===== src/rtl/ram_arb_pkg.sv =====
// Shared types for the two-master RAM arbiter: access-type encoding and FSM states.
package ram_arb_pkg;

  typedef enum logic [2:0] {
    SB_B  = 3'b000,
    SB_H  = 3'b001,
    SB_W  = 3'b010,
    SB_BU = 3'b100,
    SB_HU = 3'b101
  } strb_e;

  typedef enum logic [1:0] {
    IDLE   = 2'd0,
    ACCESS = 2'd1,
    RESP   = 2'd2
  } state_e;

endpackage


===== src/rtl/rr_arb2.sv =====
// Two-way round-robin grant logic with its priority pointer.
module rr_arb2 (
  input  logic       clk,
  input  logic       reset,
  input  logic [1:0] req,
  input  logic       advance,
  output logic       gnt
);

  logic ptr;

  // A lone requester wins; on a tie the master holding the pointer wins
  always_comb begin
    gnt = 1'b0;
    case (req)
      2'b10:   gnt = 1'b1;
      2'b11:   gnt = ptr;
      default: gnt = 1'b0;
    endcase
  end

  // After every accepted grant, priority passes to the master that did not win
  always_ff @(posedge clk) begin
    if (reset) begin
      ptr <= 1'b0;
    end else if (advance) begin
      ptr <= ~gnt;
    end
  end

endmodule


===== src/rtl/ram_arbiter.sv =====
// Arbitrates two requesters onto one RAM port; each access takes
// IDLE -> ACCESS -> RESP, with alignment errors answered without touching RAM.
module ram_arbiter
  import ram_arb_pkg::*;
#(
  parameter int ADDR_W = 8,
  parameter int DATA_W = 32
) (
  input  logic              clk,
  input  logic              reset,
  input  logic              m0_req,
  input  logic              m0_we,
  input  logic [2:0]        m0_strb,
  input  logic [ADDR_W-1:0] m0_addr,
  input  logic [DATA_W-1:0] m0_wdata,
  output logic              m0_ready,
  output logic [DATA_W-1:0] m0_rdata,
  output logic              m0_err,
  input  logic              m1_req,
  input  logic              m1_we,
  input  logic [2:0]        m1_strb,
  input  logic [ADDR_W-1:0] m1_addr,
  input  logic [DATA_W-1:0] m1_wdata,
  output logic              m1_ready,
  output logic [DATA_W-1:0] m1_rdata,
  output logic              m1_err,
  output logic              ram_we,
  output logic [2:0]        ram_strb,
  output logic [ADDR_W-1:0] ram_addr,
  output logic [DATA_W-1:0] ram_wdata,
  input  logic [DATA_W-1:0] ram_rdata
);

  state_e              state;
  logic                gnt_sel;
  logic                gnt_l;
  logic                we_l;
  strb_e               strb_l;
  logic [ADDR_W-1:0]   addr_l;
  logic [DATA_W-1:0]   wdata_l;
  logic                err_l;
  logic [DATA_W-1:0]   rdata_l;
  logic                ready_l;

  logic                sel_we;
  strb_e               sel_strb;
  logic [ADDR_W-1:0]   sel_addr;
  logic [DATA_W-1:0]   sel_wdata;
  logic                sel_err;
  logic                grant_now;
  logic                in_access;
  logic                resp_ok;

  assign grant_now = (state == IDLE) && (m0_req || m1_req);

  rr_arb2 u_rr (
    .clk     (clk),
    .reset   (reset),
    .req     ({m1_req, m0_req}),
    .advance (grant_now),
    .gnt     (gnt_sel)
  );

  // Select the winning master's fields and check alignment and legality
  always_comb begin
    sel_we    = gnt_sel ? m1_we    : m0_we;
    sel_strb  = strb_e'(gnt_sel ? m1_strb : m0_strb);
    sel_addr  = gnt_sel ? m1_addr  : m0_addr;
    sel_wdata = gnt_sel ? m1_wdata : m0_wdata;
    sel_err   = 1'b0;
    case (sel_strb)
      SB_B, SB_BU: sel_err = 1'b0;
      SB_H, SB_HU: sel_err = sel_addr[0];
      SB_W:        sel_err = (sel_addr[1:0] != 2'b00);
      default:     sel_err = 1'b1;
    endcase
    if (sel_we && ((sel_strb == SB_BU) || (sel_strb == SB_HU))) begin
      sel_err = 1'b1;
    end
  end

  // Access sequencer: latch the grant in IDLE, use the RAM in ACCESS, answer in RESP
  always_ff @(posedge clk) begin
    if (reset) begin
      state   <= IDLE;
      gnt_l   <= 1'b0;
      we_l    <= 1'b0;
      strb_l  <= SB_B;
      addr_l  <= '0;
      wdata_l <= '0;
      err_l   <= 1'b0;
      rdata_l <= '0;
      ready_l <= 1'b0;
    end else begin
      case (state)
        IDLE: begin
          if (grant_now) begin
            gnt_l   <= gnt_sel;
            we_l    <= sel_we;
            strb_l  <= sel_strb;
            addr_l  <= sel_addr;
            wdata_l <= sel_wdata;
            err_l   <= sel_err;
            state   <= ACCESS;
          end
        end
        ACCESS: begin
          rdata_l <= (we_l || err_l) ? '0 : ram_rdata;
          ready_l <= 1'b1;
          state   <= RESP;
        end
        RESP: begin
          rdata_l <= '0;
          ready_l <= 1'b0;
          state   <= IDLE;
        end
        default: begin
          state <= IDLE;
        end
      endcase
    end
  end

  // RAM port is only live in ACCESS; reset silences it even mid-access
  assign in_access = (state == ACCESS) && !reset;
  assign ram_we    = in_access && we_l && !err_l;
  assign ram_strb  = in_access ? strb_l  : 3'b000;
  assign ram_addr  = in_access ? addr_l  : '0;
  assign ram_wdata = in_access ? wdata_l : '0;

  // Response goes only to the granted master and is blanked during reset
  assign resp_ok  = ready_l && !reset;
  assign m0_ready = resp_ok && !gnt_l;
  assign m1_ready = resp_ok && gnt_l;
  assign m0_rdata = m0_ready ? rdata_l : '0;
  assign m1_rdata = m1_ready ? rdata_l : '0;
  assign m0_err   = m0_ready && err_l;
  assign m1_err   = m1_ready && err_l;

endmodule


===== config.mk =====
export PLATFORM = sky130hd
export DESIGN_NAME = ram_arbiter
export DESIGN_NICKNAME = d
export VERILOG_FILES = /design/src/rtl/ram_arb_pkg.sv /design/src/rtl/rr_arb2.sv /design/src/rtl/ram_arbiter.sv
export SDC_FILE = /design/constraint.sdc
export NUM_CORES = 1
export LEC_CHECK = 0
export ABC_AREA = 1
export CELL_PAD_IN_SITES_DETAIL_PLACEMENT = 0
export CELL_PAD_IN_SITES_GLOBAL_PLACEMENT = 2
export CORE_UTILIZATION = 20
export DETAILED_ROUTE_END_ITERATION = 12
export GPL_TIMING_DRIVEN = 0
export PLACE_DENSITY = 0.82
export SLEW_MARGIN = 20
export SYNTH_ARGS = -nofsm -noshare
export SYNTH_HDL_FRONTEND = slang
export SYNTH_SLANG_ARGS = --single-unit

===== constraint.sdc =====
create_clock -name clk -period 3 [get_ports clk]
set_input_delay 0.3 -clock clk [delete_from_list [all_inputs] [get_ports clk]]
set_output_delay 0.3 -clock clk [all_outputs]
set_load 0.02 [all_outputs]

==> impl_summary.md, run 1 <==
Detailed routing
The initial DRC count is 196. The number of antenna-violating nets in the routed design is 0. The routed layout has between 4000 and 5000 vias. In the routed design, unresolved DRC markers number 0. The total detailed-routing wirelength is between 15 and 20 mm.

The routed length per instance is 14.4 um. The number of vias per cell after detailed routing is about 4.1. The first detailed-routing pass ran for 4 iterations.

CTS
The H-tree was split into 3 levels. Clock tree synthesis inserted a total of 9 buffers. TritonCTS built the clock tree. Once the clock tree was built, the resizer swapped 0 gates to a different size. The number of setup buffers added after CTS is 0. For the worst-skew pair, the clock arrives at the later sink with an insertion delay of 0.34 ns. The number of buffers added to fix hold violations after cts is 0. The number of clock sinks is 82. The library cell used as clock root buffer is sky130_fd_sc_hd__clkbuf_16.

The clock passes through at most 2 buffers. The clock-pin slew on the worst setup and hold paths is ~0.070 ns.

Finish
The library cell used most frequently in the layout, excluding fill and tap cells, is sky130_fd_sc_hd__clkdlybuf4s50_1. Relative to the synthesized area, the layout overhead comes to 70.4%. The number of nets in the finished design is 1016. After filler insertion, the fill cell instance count of the layout stands at 2246.

Of the cells placed in the final design, the portion with a size suffix greater than 1 is 0.0695. For this run, the share of the core covered by cells in the final layout is 0.352. In the layout the commonest cells are 233 x sky130_fd_sc_hd__clkdlybuf4s50_1, 135 x sky130_fd_sc_hd__nor2_1, 118 x sky130_fd_sc_hd__nand2_1, 89 x sky130_fd_sc_hd__inv_1, 82 x sky130_fd_sc_hd__dfxtp_1.

The repair_antennas step left the layout with diodes totalling 0.

Synthesis
The number of nets in the synthesized netlist is 772. The register bit total from synthesis is 82. After synthesis the cells add up to about 4200 um2. The gate count of the mapped netlist is about 640.

For this run, the register share of the synthesized area comes to 0.388. The average cell area after synthesis is 6.57 um2. The count of synthesis-stage warnings from yosys is 0. The synthesized netlist contains 29 unique library cells.

Setup path
The type of destination of the critical path is an output port. Setup slack on the worst reg-to-reg path comes out at about 1.0 ns. The largest single stage delay on the critical path is 0.59 ns. Data on the critical path is required at its endpoint by 2.70 ns. The slowest stage of the critical path belongs to the cell sky130_fd_sc_hd__clkdlybuf4s50_1.

The arrival time reported for the critical path endpoint is 2.43 ns. The worst register-to-register path ends at rdata_l[1]. STA classifies the critical path startpoint as a register. The largest fanout on the critical path is 10. The critical path goes through inv_1 > ha_1 > nand2_1 > clkbuf_1 > nor2_1 > clkdlybuf4s50_1. The critical register-to-register path startpoint is state[0]. The number of cells on the worst reg-to-reg path is 7. The critical path is of the reg -> out type.

STA
The final number of hold-violating endpoints was 0. On the final layout, the worst clock skew is 0.00430 ns. The time the worst path needs with I/O delays and setup is between 2 and 3 ns. Setup violations remaining at the end of the flow were counted as 0. Setup repair after global routing left no endpoint under its margin. The worst hold slack is roughly 0.42 ns. The transition time at the pin with the least slew margin is 0.716 ns. The post-route fraction of the period consumed by the critical path is 0.911. Headroom to the max-slew limit came out at 0.523. Setup total negative slack on the finished layout was measured at 0 ns. The highest clock frequency the design can meet is 366 MHz.

The max-slew violation count is 0.

Floorplan
The area of the core is 20500 um2. The overall die width is 147 um. In this run the core area contains 52 standard-cell rows.

The initial utilization of the core area, before any placement, comes to 0.206. The floorplan die area is 21700 um2. From bottom edge to top edge, the die measures 147 um. The I/O pin count is between 200 and 250.

Power
The leakage power of the design is 2.54 nW. Across the VDD grid, the largest voltage drop is 0.255 mV. Power spread over the standard cell area amounts to 466 nW/um2.

GRT
The via count of the first global-routing pass is approximately 4800. Entering global routing, the biggest net connects 14 pins. The leftover overflow at the end of global routing is 0. The total global-route track usage is 0.157. The first global-routing pass estimated 26.4 mm of wire. The number of antenna violations at the first check in global routing is 0.

Hold path
The worst min-delay path category is in -> reg. The worst hold path begins at m1_req. Counting instances, the worst hold path has a depth of 4. The sink of the worst hold path is state[1].

Placed design
The final weighted congestion in routability-driven placement is 0.774. The placed wire-length estimate is ~13 mm. Port buffering added 233 buffers.

Outcome
The flow ran to the end, and the final reports show no timing, DRC or antenna violations.

Run
The max capacitance violation total is 0.
-- where the power goes --
| part | switching [mW] | total [mW] | internal, mW |
|---|---|---|---|
| sequential | 0.0501 | 1.26 | 1.21 |
| clock | 0.479 | 1.20 | 0.724 |
| combinational | 0.523 | 0.895 | 0.373 |
-- state kept, by name, indices dropped and copies added, names as in the netlist --
name / cells
addr_l: 8
err_l: 1
gnt_l: 1
rdata_l: 32
ready_l: 1
state: 2
strb_l: 3
u_rr.ptr: 1
wdata_l: 32
we_l: 1
-- routing by layer --
| metal | vias to the layer above | part of all wire | GRT usage |
|---|---|---|---|
| li1 | 2500 | - | - |
| met1 | 2097 | 0.45 | 0.197 |
| met2 | 156 | 0.46 | 0.257 |
| met3 | 16 | 0.078 | 0.0534 |
| met4 | 0 | 0.011 | 0.0392 |
| met5 | - | 0 | 0 |
-- cell usage after synthesis, drive strengths merged --
cell type / instances / area share
nand4: 32 / 0.047
clkinv: 2 / 0.0018
a311oi: 1 / 0.0021
nand3: 8 / 0.0095
inv: 95 / 0.084
nor2: 139 / 0.13
clkbuf: 27 / 0.024
buf: 18 / 0.026
nand2: 130 / 0.12
a21oi: 56 / 0.066
dfxtp: 82 / 0.39
o21a: 2 / 0.0035
a211oi: 1 / 0.0018
o21ai: 24 / 0.028
nor3: 1 / 0.0012
ha: 4 / 0.012
a31oi: 20 / 0.044
o211ai: 2 / 0.0035
-- worst max-delay path, delay by kind of cell, from the launching register on --
family,cells,cell delay (ns)
buf+inv,3,1.17
simple gates,2,0.40
flops,1,0.33
fa+ha+maj,1,0.18
-- cell type report --
type / instances / area [um2] / area share
Clock inverter: 5 / 80.1 / 0.0111
Sequential cell: 82 / 1640 / 0.228
Multi-Input combinational cell: 420 / 2010 / 0.279
Clock buffer: 10 / 229 / 0.0318
Timing Repair Buffer: 233 / 2330 / 0.324
Buffer: 45 / 210 / 0.0292
Tap cell: 270 / 338 / 0.0469
Inverter: 97 / 364 / 0.0505
-- kinds of logic (layout without fill, tap and decap cells) --
group,count (synthesis),count (layout),share of synthesized area
adders and majority gates,4,4,0.0118
and+or+nand+nor,310,310,0.314
DFF,82,82,0.388
AOI/OAI and AO/OA,106,106,0.150
buffers and inverters,142,390,0.136
-- worst max-delay path by stage --
stage | start | endpoint | slack, ns
floorplan | reset | m1_rdata[10] | 1.13
global placement | reset | ram_wdata[0] | 0.39
detailed placement | reset | ram_wdata[0] | 0.38
CTS | state[1] | ram_addr[3] | 0.13
global route | state[1] | ram_addr[2] | 0.03
finish | state[1] | ram_addr[3] | 0.27
-- per-stage QoR --
stage / instance area (um2) / instances / power (mW) / setup WS [ns]
2_1_floorplan: 4230 / 644 / 1.80 / 1.13
3_3_place_gp: 6900 / 1147 / 2.19 / 0.389
3_5_place_dp: 6900 / 1147 / 2.20 / 0.381
4_1_cts: 7210 / 1162 / 3.42 / 0.131
5_1_grt: 7210 / 1162 / 3.56 / 0.0255
6_report: 7210 / 1162 / 3.36 / 0.268
Note: power is estimated with default switching activity, not from simulation.
==> inputs of run 2 (changes only) <==
--- a/config.mk
+++ b/config.mk
@@ -6,12 +6,12 @@
 export NUM_CORES = 1
 export LEC_CHECK = 0
 export ABC_AREA = 1
-export CELL_PAD_IN_SITES_DETAIL_PLACEMENT = 0
-export CELL_PAD_IN_SITES_GLOBAL_PLACEMENT = 2
-export CORE_UTILIZATION = 20
+export CELL_PAD_IN_SITES_DETAIL_PLACEMENT = 1
+export CELL_PAD_IN_SITES_GLOBAL_PLACEMENT = 1
+export CORE_UTILIZATION = 27
 export DETAILED_ROUTE_END_ITERATION = 12
 export GPL_TIMING_DRIVEN = 0
-export PLACE_DENSITY = 0.82
+export PLACE_DENSITY = 0.83
 export SLEW_MARGIN = 20
 export SYNTH_ARGS = -nofsm -noshare
 export SYNTH_HDL_FRONTEND = slang
==> run 2 against run 1 <==
Net effect:
- clock-buffer cell count down 1
- hold slack got worse by 0.018 ns
- die area decreased by 26%
- largest cell class unchanged
- clock power is essentially flat
- critical endpoint is now ram_addr[6]
- register-to-register slack better by 0.08 ns
- sequential cell count unchanged
- largest power group unchanged
- total power hardly changed
- worst setup slack better by 0.039 ns
- sequential power is essentially flat
- via count rose by 5.7%
==> impl_summary.md, run 2 (same netlist as run 1, synthesis figures left out) <==
CTS
After clock tree synthesis, the clock-pin slew on the worst setup and hold paths is 0.06 ns. At the later pin of the worst-skew pair, clock insertion delay measures 0.35 ns. The number of clock sinks is 82. In this run, post-CTS repair resized a total of 0 instances. The tree is rooted in a sky130_fd_sc_hd__clkbuf_16. In this run the deepest clock path goes through 2 buffers. The number of buffers inserted to repair setup after CTS is 0. The number of buffers added to fix hold violations after cts is 0. The CTS tree is yes. The clock buffer count from CTS is 9. The maximum level of the CTS H-tree is 3.

Power
Total power for the finished layout comes to between 3 and 4 mW. The areal power density over the cells is 470 nW/um2. The peak supply drop is 0.237 mV.

The leakage power of the design is 2.54 nW.

Detailed routing
Dividing the detail-routed wire length by the instance count gives 15.2 um. The initial DRC count is 210. For this run, the detailed router's first-pass iteration total came to 4. After detailed routing, the number of remaining DRC violations is 0. The count of nets left with antenna violations once routing finished came out at 0. The final route contains 5041 vias.

The number of vias per cell after detailed routing is between 4 and 5. The final layout contains routed wiring with a total length of roughly 17 mm.

Run
The max capacitance violation total is 0.

STA
Setup violations remaining at the end of the flow were counted as 0. The relative slew slack is 0.520. Static timing analysis puts the maximum clock frequency at 371 MHz. The max-slew violation count was 0. At the pin with the least slew margin, the transition time is 0.719 ns. The time the worst path needs with I/O delays and setup is about 2.7 ns.

Setup repair after global routing left no endpoint under its margin. Between clock sinks in the finished design, the worst skew comes to 0.00691 ns. The worst setup margin is between 0.3 and 0.4 ns. The final setup TNS is 0 ns. The final number of hold-violating endpoints was 0. Dividing the final minimum period by the clock period gives 0.898.

Finish
The non-filler instance count after layout is 1103. Leaving out fill and tap cells, the most frequent cells in the layout are 233 x sky130_fd_sc_hd__clkdlybuf4s50_1, 135 x sky130_fd_sc_hd__nor2_1, 118 x sky130_fd_sc_hd__nand2_1, 89 x sky130_fd_sc_hd__inv_1, 82 x sky130_fd_sc_hd__dfxtp_1. The count of inserted antenna diode cells is 0. The commonest non-fill, non-tap cell in the layout is sky130_fd_sc_hd__clkdlybuf4s50_1. From synthesis to final layout, the design area changed by 68.7%.

The final layout contains slightly above 1000 nets. In the final layout, the share of cells above drive strength 1 is 0.0706. The largest registers in the layout are rdata_l x32, wdata_l x32, addr_l x8. The filler cell count in the final layout is 1926.

Setup path
The type of destination of the critical path is an output port. In this run the critical register-to-register path is launched from state[0]. Counting cells, the worst reg-to-reg path comes to 7.

The worst setup path is of the reg -> out kind. The required time reported for the critical path endpoint is 2.70 ns. In this run the register-to-register setup slack is 1.12 ns. The worst register-to-register path ends at rdata_l[14].

Data on the critical path arrives at its endpoint at 2.39 ns. The launching instance or port of the critical path is state[1]. The largest fanout on the critical path is 10.

STA classifies the critical path startpoint as a register.

GRT
Entering global routing, the biggest net connects 14 pins. The number of antenna violations at the first check in global routing is 0. The first global-routing pass estimated 26.4 mm of wire. The via count of the first global-routing pass came to between 5000 and 6000.

For this run, the total global-route usage over all layers was measured as 0.210. The leftover overflow at the end of global routing is 0.

Placed design
The pre-CTS setup slack is 0.605 ns. The number of placed instances, taps included is ~1100. The count of buffers from port buffering is between 200 and 250.

The placed wire-length estimate is 13.0 mm. The final weighted congestion in routability-driven placement is 0.780.

Outcome
The run finished with clean final reports.

Floorplan
The floorplan step set the die height to around 130 um. The I/O pin count is ~240. The floorplan step set the die width to 127 um. In this run the core area contains 45 standard-cell rows. The floorplan die area is 16200 um2. The initial core utilization is 0.277. The region available for standard cell placement spans 15300 um2.

Hold path
The tightest min-delay check is of the in -> reg type. The path with the worst hold slack has its endpoint at gnt_l. Counting instances, the worst hold path has a depth of 3. The startpoint identified for the worst hold timing path is reset.
-- run 2: changes by cell type in the layout (fill, tap and decap cells not counted) --
cell and delta:
sky130_fd_sc_hd__clkinv_2 +2, sky130_fd_sc_hd__clkbuf_1 -1, sky130_fd_sc_hd__clkinvlp_4 -1
-- run 2: worst max-delay path by stage --
stage                    end  cells after the start  slack (ns)
3_5_place_dp   ram_wdata[16]                      6        0.61
5_1_grt        ram_wdata[20]                      6        0.10
4_1_cts        ram_wdata[16]                      6        0.26
2_1_floorplan   m1_rdata[10]                      7        1.13
6_report         ram_addr[6]                      6        0.31
3_3_place_gp   ram_wdata[20]                      6        0.60
-- run 2: metal layers --
layer,GRT usage,part of all wire
met5,0,0
met4,0.0952,0.034
met3,0.0670,0.070
met2,0.365,0.48
met1,0.236,0.42
-- run 2: where the power goes --
| group | total, mW | internal [mW] | switching (mW) |
|---|---|---|---|
| clock | 1.19 | 0.720 | 0.472 |
| sequential | 1.26 | 1.21 | 0.0517 |
| combinational | 0.901 | 0.373 | 0.528 |
-- run 2: critical path: stages (launching register included) --
cell	delay [ns]
sky130_fd_sc_hd__dfxtp_1	0.33
sky130_fd_sc_hd__inv_1	0.09
sky130_fd_sc_hd__ha_1	0.18
sky130_fd_sc_hd__nand2_1	0.30
sky130_fd_sc_hd__clkbuf_1	0.48
sky130_fd_sc_hd__nor2_1	0.09
sky130_fd_sc_hd__clkdlybuf4s50_1	0.58
-- run 2: layout make-up --
| type | instances | area [um2] | share of cell area |
|---|---|---|---|
| plain buffers | 45 | 210 | 0.0295 |
| multi-input cells | 420 | 2010 | 0.282 |
| clock buffers | 9 | 225 | 0.0316 |
| flip-flops and latches | 82 | 1640 | 0.230 |
| clock inverters | 6 | 82.6 | 0.0116 |
| well taps | 211 | 264 | 0.0370 |
| inverters | 97 | 364 | 0.0510 |
| repair buffers | 233 | 2330 | 0.327 |
-- run 2: metrics by stage --
step | utilization | instance area [um2] | hold WS (ns)
final | 0.467 | 7130 | 0.404
after global routing | 0.467 | 7130 | 0.432
after CTS | 0.467 | 7130 | 0.406
after detailed placement | 0.447 | 6830 | 0.458
after global placement | 0.447 | 6830 | 0.453
after floorplan | - | 4230 | 0.438
